--- src/rtl/kb_pkg.sv ---
`default_nettype none
// kb_pkg -- shared types and constants for the keyboard-to-UART keycode path.
// Rev 1.0
package kb_pkg;

  localparam int KEY_W           = 8;
  localparam int CLK_HZ          = 12_000_000;
  localparam int BAUD            = 9600;
  localparam int UART_FRAME_BITS = 10;

  // One UART byte is start + 8 data + stop bits at BAUD.
  function automatic int frame_cycles(input int clk_hz, input int baud);
    return (clk_hz / baud) * UART_FRAME_BITS;
  endfunction

  localparam int DEFAULT_FRAME_CYCLES = frame_cycles(CLK_HZ, BAUD);

  typedef enum logic [1:0] {
    IDLE = 2'd0,
    SEND = 2'd1,
    WAIT = 2'd2
  } drain_state_t;

endpackage
`default_nettype wire

--- src/rtl/keycode_buffer_sync_fifo.sv ---
`default_nettype none
// sync_fifo -- single-clock FIFO with occupancy count; push into a full FIFO is accepted only alongside a pop.
// Rev 1.0
module sync_fifo #(
  parameter int WIDTH = 8,
  parameter int DEPTH = 16
) (
  input  logic                     i_clk,
  input  logic                     i_rst_n,
  input  logic                     i_push,
  input  logic                     i_pop,
  input  logic [WIDTH-1:0]         i_data,
  output logic [WIDTH-1:0]         o_data,
  output logic [$clog2(DEPTH):0]   o_count,
  output logic                     o_full,
  output logic                     o_empty
);

  localparam int PTR_W = $clog2(DEPTH);
  localparam logic [PTR_W:0] FULL_COUNT = (PTR_W+1)'(DEPTH);

  logic [WIDTH-1:0] mem [DEPTH];
  logic [PTR_W-1:0] wr_ptr;
  logic [PTR_W-1:0] rd_ptr;
  logic             do_push;
  logic             do_pop;

  assign o_full  = (o_count == FULL_COUNT);
  assign o_empty = (o_count == '0);
  assign do_pop  = i_pop & ~o_empty;
  assign do_push = i_push & (~o_full | do_pop);
  assign o_data  = mem[rd_ptr];

  always_ff @(posedge i_clk) begin
    if (do_push) mem[wr_ptr] <= i_data;
  end

  always_ff @(posedge i_clk or negedge i_rst_n) begin
    if (!i_rst_n) begin
      wr_ptr  <= '0;
      rd_ptr  <= '0;
      o_count <= '0;
    end else begin
      if (do_push) wr_ptr <= wr_ptr + 1'b1;
      if (do_pop)  rd_ptr <= rd_ptr + 1'b1;
      case ({do_push, do_pop})
        2'b10:   o_count <= o_count + 1'b1;
        2'b01:   o_count <= o_count - 1'b1;
        default: o_count <= o_count;
      endcase
    end
  end

endmodule
`default_nettype wire

--- src/rtl/keycode_buffer.sv ---
`default_nettype none
// keycode_buffer -- queues keycodes from kb_interface and paces them out to UART_transmit, one per frame.
// Rev 1.0
module keycode_buffer
  import kb_pkg::*;
#(
  parameter int DEPTH        = 16,
  parameter int FRAME_CYCLES = DEFAULT_FRAME_CYCLES
) (
  input  logic                   i_clk,
  input  logic                   i_rst_n,
  input  logic [KEY_W:0]         i_keycode,
  input  logic                   i_ready,
  output logic [KEY_W-1:0]       o_to_send,
  output logic                   o_send,
  output logic [$clog2(DEPTH):0] o_count,
  output logic                   o_overflow
);

  localparam int CNT_W = (FRAME_CYCLES > 1) ? $clog2(FRAME_CYCLES) : 1;

  drain_state_t     state;
  drain_state_t     state_next;
  logic [CNT_W-1:0] frame_cnt;
  logic             ready_d;
  logic             push;
  logic             pop;
  logic             full;
  logic             empty;
  logic [KEY_W-1:0] head;
  logic             unused_keycode_lsb;

  assign unused_keycode_lsb = i_keycode[0];
  assign push = i_ready & ~ready_d;
  assign pop  = (state == IDLE) & ~empty;

  sync_fifo #(
    .WIDTH (KEY_W),
    .DEPTH (DEPTH)
  ) u_fifo (
    .i_clk   (i_clk),
    .i_rst_n (i_rst_n),
    .i_push  (push),
    .i_pop   (pop),
    .i_data  (i_keycode[KEY_W:1]),
    .o_data  (head),
    .o_count (o_count),
    .o_full  (full),
    .o_empty (empty)
  );

  always_ff @(posedge i_clk or negedge i_rst_n) begin
    if (!i_rst_n) begin
      ready_d    <= 1'b0;
      o_overflow <= 1'b0;
      o_to_send  <= '0;
      frame_cnt  <= '0;
    end else begin
      ready_d <= i_ready;
      if (push && full && !pop) o_overflow <= 1'b1;
      if (pop) o_to_send <= head;
      if (state == SEND)
        frame_cnt <= CNT_W'(FRAME_CYCLES - 1);
      else if (state == WAIT && frame_cnt != '0)
        frame_cnt <= frame_cnt - 1'b1;
    end
  end

  always_ff @(posedge i_clk or negedge i_rst_n) begin
    if (!i_rst_n) state <= IDLE;
    else          state <= state_next;
  end

  // Leaving WAIT on the step down to zero keeps send-to-send spacing at FRAME_CYCLES+1.
  always_comb begin
    state_next = state;
    case (state)
      IDLE:    if (!empty) state_next = SEND;
      SEND:    state_next = WAIT;
      WAIT:    if (frame_cnt <= CNT_W'(1)) state_next = IDLE;
      default: state_next = IDLE;
    endcase
  end

  always_comb begin
    o_send = (state == SEND);
  end

endmodule
`default_nettype wire

--- config.mk ---
export PLATFORM = sky130hd
export DESIGN_NAME = keycode_buffer
export DESIGN_NICKNAME = d
export VERILOG_FILES = /design/src/rtl/kb_pkg.sv /design/src/rtl/keycode_buffer_sync_fifo.sv /design/src/rtl/keycode_buffer.sv
export SDC_FILE = /design/constraint.sdc
export NUM_CORES = 1
export LEC_CHECK = 0
export BUFFER_PORTS_ARGS = -buffer_cell sky130_fd_sc_hd__buf_4
export CORE_MARGIN = 2
export CORE_UTILIZATION = 55
export CTS_BUF_LIST = sky130_fd_sc_hd__clkbuf_8
export CTS_CLUSTER_DIAMETER = 200
export DETAILED_ROUTE_END_ITERATION = 8
export PLACE_DENSITY = 0.83
export REMOVE_ABC_BUFFERS = 1
export SLEW_MARGIN = 0
export SYNTH_ARGS = -nofsm -noshare
export SYNTH_HDL_FRONTEND = slang
export SYNTH_SLANG_ARGS = --single-unit
--- constraint.sdc ---
create_clock -name i_clk -period 3.1 [get_ports i_clk]
set_clock_uncertainty 0.1 [all_clocks]
set_input_delay 0.93 -clock i_clk [delete_from_list [all_inputs] [get_ports i_clk]]
set_output_delay 0.93 -clock i_clk [all_outputs]
set_load 0.02 [all_outputs]
==> impl_metrics.env <==
export IMPL_grt_pass1_wl_mm=20.5
export IMPL_crit_type="reg2reg"
export IMPL_die_area_um2=13600
export IMPL_die_x_um=117
export IMPL_cp_arrival_ns=3.17
export IMPL_critPathCaptureType="flop"
export IMPL_numCtsBuffers=17
export IMPL_rsz0062_at_grt="no"
export IMPL_root_buffer="clkbuf_8"
export IMPL_grt_overflow=0
export IMPL_fmax_mhz=344
export IMPL_first_pass_iters=8
export IMPL_antennaDiodeCount=0
export IMPL_place_inst=604
export IMPL_ff2ff_path_depth=10
export IMPL_floorplan_rows=41
export IMPL_synth_warnings=0
export IMPL_viasPerCell=6.06
export IMPL_slew_violations=0
export IMPL_io_pins=27
export IMPL_grt_pass1_vias=3818
export IMPL_drc=0
export IMPL_synth_edff_count=128
export IMPL_mostFrequentLayoutCell="edfxtp_1"
export IMPL_cts_resized=0
export IMPL_drt_iter0_drc=384
export IMPL_max_slew_margin_pct=50.6
export IMPL_drive_gt1_share_pct=26.9
export IMPL_setup_tns_ns=0
export IMPL_die_height_um=117
export IMPL_cts_path_max_buffers=2
export IMPL_syn_cell_area_um2=6970
export IMPL_grt_total_usage_pct=21.1
export IMPL_gp_congestion=0.858
export IMPL_clock_sinks=167
export IMPL_ant_nets=0
export IMPL_vdd_drop_max_uv=423
export IMPL_power_density_nw_per_um2=867
export IMPL_yosys_area_top_type="edfxtp_1"
export IMPL_vias=3853
export IMPL_final_cells=636
export IMPL_setup_viol=0
export IMPL_avgSynthCellArea_um2=17.0
export IMPL_synthTopCellsByArea="edfxtp_1 (55%), dfrtp_1 (14%), mux4_2 (10%), ha_1 (2.0%), o22ai_1 (1.5%)"
export IMPL_grt_max_degree=40
export IMPL_cts_tree="yes"
export IMPL_wl_mm=13.3
export IMPL_finalPower_mw=6.75
export IMPL_max_cap_violations=0
export IMPL_fin_util_pct=62.2
export IMPL_crit_fanout=8
export IMPL_antenna_found_initial=0
export IMPL_r2r_start="u_fifo.o_count[1]"
export IMPL_post_cts_buffers=0
export IMPL_postCtsHoldBufs=0
export IMPL_r2r_slack_ns=0.19
export IMPL_synth_seq_area_share_pct=69.1
export IMPL_hold_viol_final=0
export IMPL_synth_top_area_share_pct=55.1
export IMPL_initial_core_util_pct=55.7
export IMPL_wl_per_cell_um=21.0
export IMPL_netlist_instances=410
export IMPL_ys_types=56
export IMPL_required_ns=3.36
export IMPL_fin_crit_sh_pct=93.7
export IMPL_core_area_um2=12500
export IMPL_hp_class="in2async"
export IMPL_r2r_end="u_fifo.o_count[2]"
export IMPL_nNetsFinal=474
export IMPL_cts_clk_slew_worst_paths_ns=0.08
export IMPL_finalCriticalPeriod_ns=2.91
export IMPL_cts_max_level=4
export IMPL_tightest_slew_ns=0.742
export IMPL_final_cell_mix="edfxtp_1 (128), buf_4 (42), dfrtp_1 (38), mux4_2 (32), clkbuf_8 (18)"
export IMPL_synthArstFlopShare_pct=23.4
export IMPL_fillerInstances=854
export IMPL_io_buffers=25
export IMPL_insertion_delay_ns=0.45
export IMPL_status="finished clean"
export IMPL_ys_flop_type="edfxtp_1"
export IMPL_leakage_nw=2.74
export IMPL_place_hpwl_mm=8.53
export IMPL_area_growth_pct=11.6
export IMPL_ys_ff_latch=167
export IMPL_start_kind="flop"
==> cell usage after synthesis, drive strengths merged, types with 2 or more instances <==
| master | number |
|---|---|
| dfrtp | 39 |
| mux2 | 10 |
| buf | 9 |
| nor4 | 8 |
| nand4 | 3 |
| and3b | 2 |
| nand2b | 3 |
| clkbuf | 11 |
| nor3 | 7 |
| nor2 | 15 |
| nand3 | 4 |
| inv | 11 |
| nand2 | 15 |
| mux2i | 10 |
| nor2b | 2 |
| a2111oi | 3 |
| a21oi | 12 |
| or3 | 3 |
| and2 | 2 |
| edfxtp | 128 |
| or2 | 2 |
| o22ai | 17 |
| or2b | 2 |
| o31ai | 2 |
| ha | 11 |
| mux4 | 32 |
| o21ai | 10 |
| o21a | 3 |
| xnor2 | 6 |
| or4 | 3 |
| and3 | 5 |
| xor2 | 7 |
==> layer usage <==
| metal | wire, um | global-route usage [%] | vias to the layer above |
|---|---|---|---|
| met5 | 0 | 0 | - |
| met4 | 286 | 8.78 | 0 |
| met3 | 1070 | 7.27 | 27 |
| met2 | 6750 | 33.8 | 178 |
| met1 | 5230 | 26.6 | 1944 |
| li1 | - | - | 1704 |
==> worst max-delay path: stages, from the launching register on <==
cell,delay (ns)
dfrtp_1,0.48
or4_4,0.61
o21a_1,0.24
clkinv_2,0.11
ha_1,0.34
xor2_1,0.20
ha_1,0.22
a21oi_1,0.07
xor2_1,0.16
nor2_1,0.12
xor2_1,0.19
==> sequential cells by signal, indices dropped and copies added (netlist names) <==
register	cells
u_fifo.o_count	5
ready_d	1
o_overflow	1
u_fifo.mem	128
frame_cnt	14
u_fifo.rd_ptr	4
state	2
u_fifo.wr_ptr	4
o_to_send	8
==> final cells by class <==
type	count	area, um2	share of cell area (%)
Clock buffer	18	248	3.18
Clock inverter	14	138	1.77
Tap cell	172	215	2.77
Inverter	12	46.3	0.595
Multi-Input combinational cell	211	2000	25.7
Timing Repair Buffer	42	315	4.05
Sequential cell	167	4820	62.0
==> report_power, final <==
group	leakage, nW	switching [mW]	internal, mW
sequential	1.61	0.343	2.70
clock	0.206	0.769	0.732
combinational	0.926	1.15	1.05
total	2.74	2.27	4.48
==> how the worst max path moves through the flow <==
stage / from / endpoint / slack, ns
2_1_floorplan: u_fifo.o_count[1] / u_fifo.o_count[4] / 0.15
3_3_place_gp: i_ready / u_fifo.o_count[4] / 0.16
3_5_place_dp: i_ready / u_fifo.o_count[2] / 0.06
4_1_cts: u_fifo.o_count[1] / u_fifo.o_count[4] / 0.20
5_1_grt: u_fifo.o_count[1] / u_fifo.o_count[2] / 0.04
6_report: u_fifo.o_count[1] / u_fifo.o_count[2] / 0.19
==> stage by stage <==
stage | setup WS, ns | area (um2) | hold slack [ns]
6_report | 0.195 | 7780 | 0.354
5_1_grt | 0.0433 | 7780 | 0.372
4_1_cts | 0.198 | 7780 | 0.351
3_5_place_dp | 0.0634 | 7400 | 0.355
3_3_place_gp | 0.162 | 7400 | 0.346
2_1_floorplan | 0.148 | 6860 | 0.383
==> cells by family after synthesis <==
| logic type | count (synthesis) | share of synthesized area [%] |
|---|---|---|
| AOI/OAI and AO/OA | 57 | 5.47 |
| xor gates and xnor gates | 13 | 1.63 |
| DFF | 167 | 69.1 |
| and+or+nand+nor | 78 | 6.19 |
| buffers and inverters | 32 | 2.24 |
| adders and majority gates | 11 | 1.97 |
| muxes | 52 | 13.4 |
(Power assumes the default switching activity.)
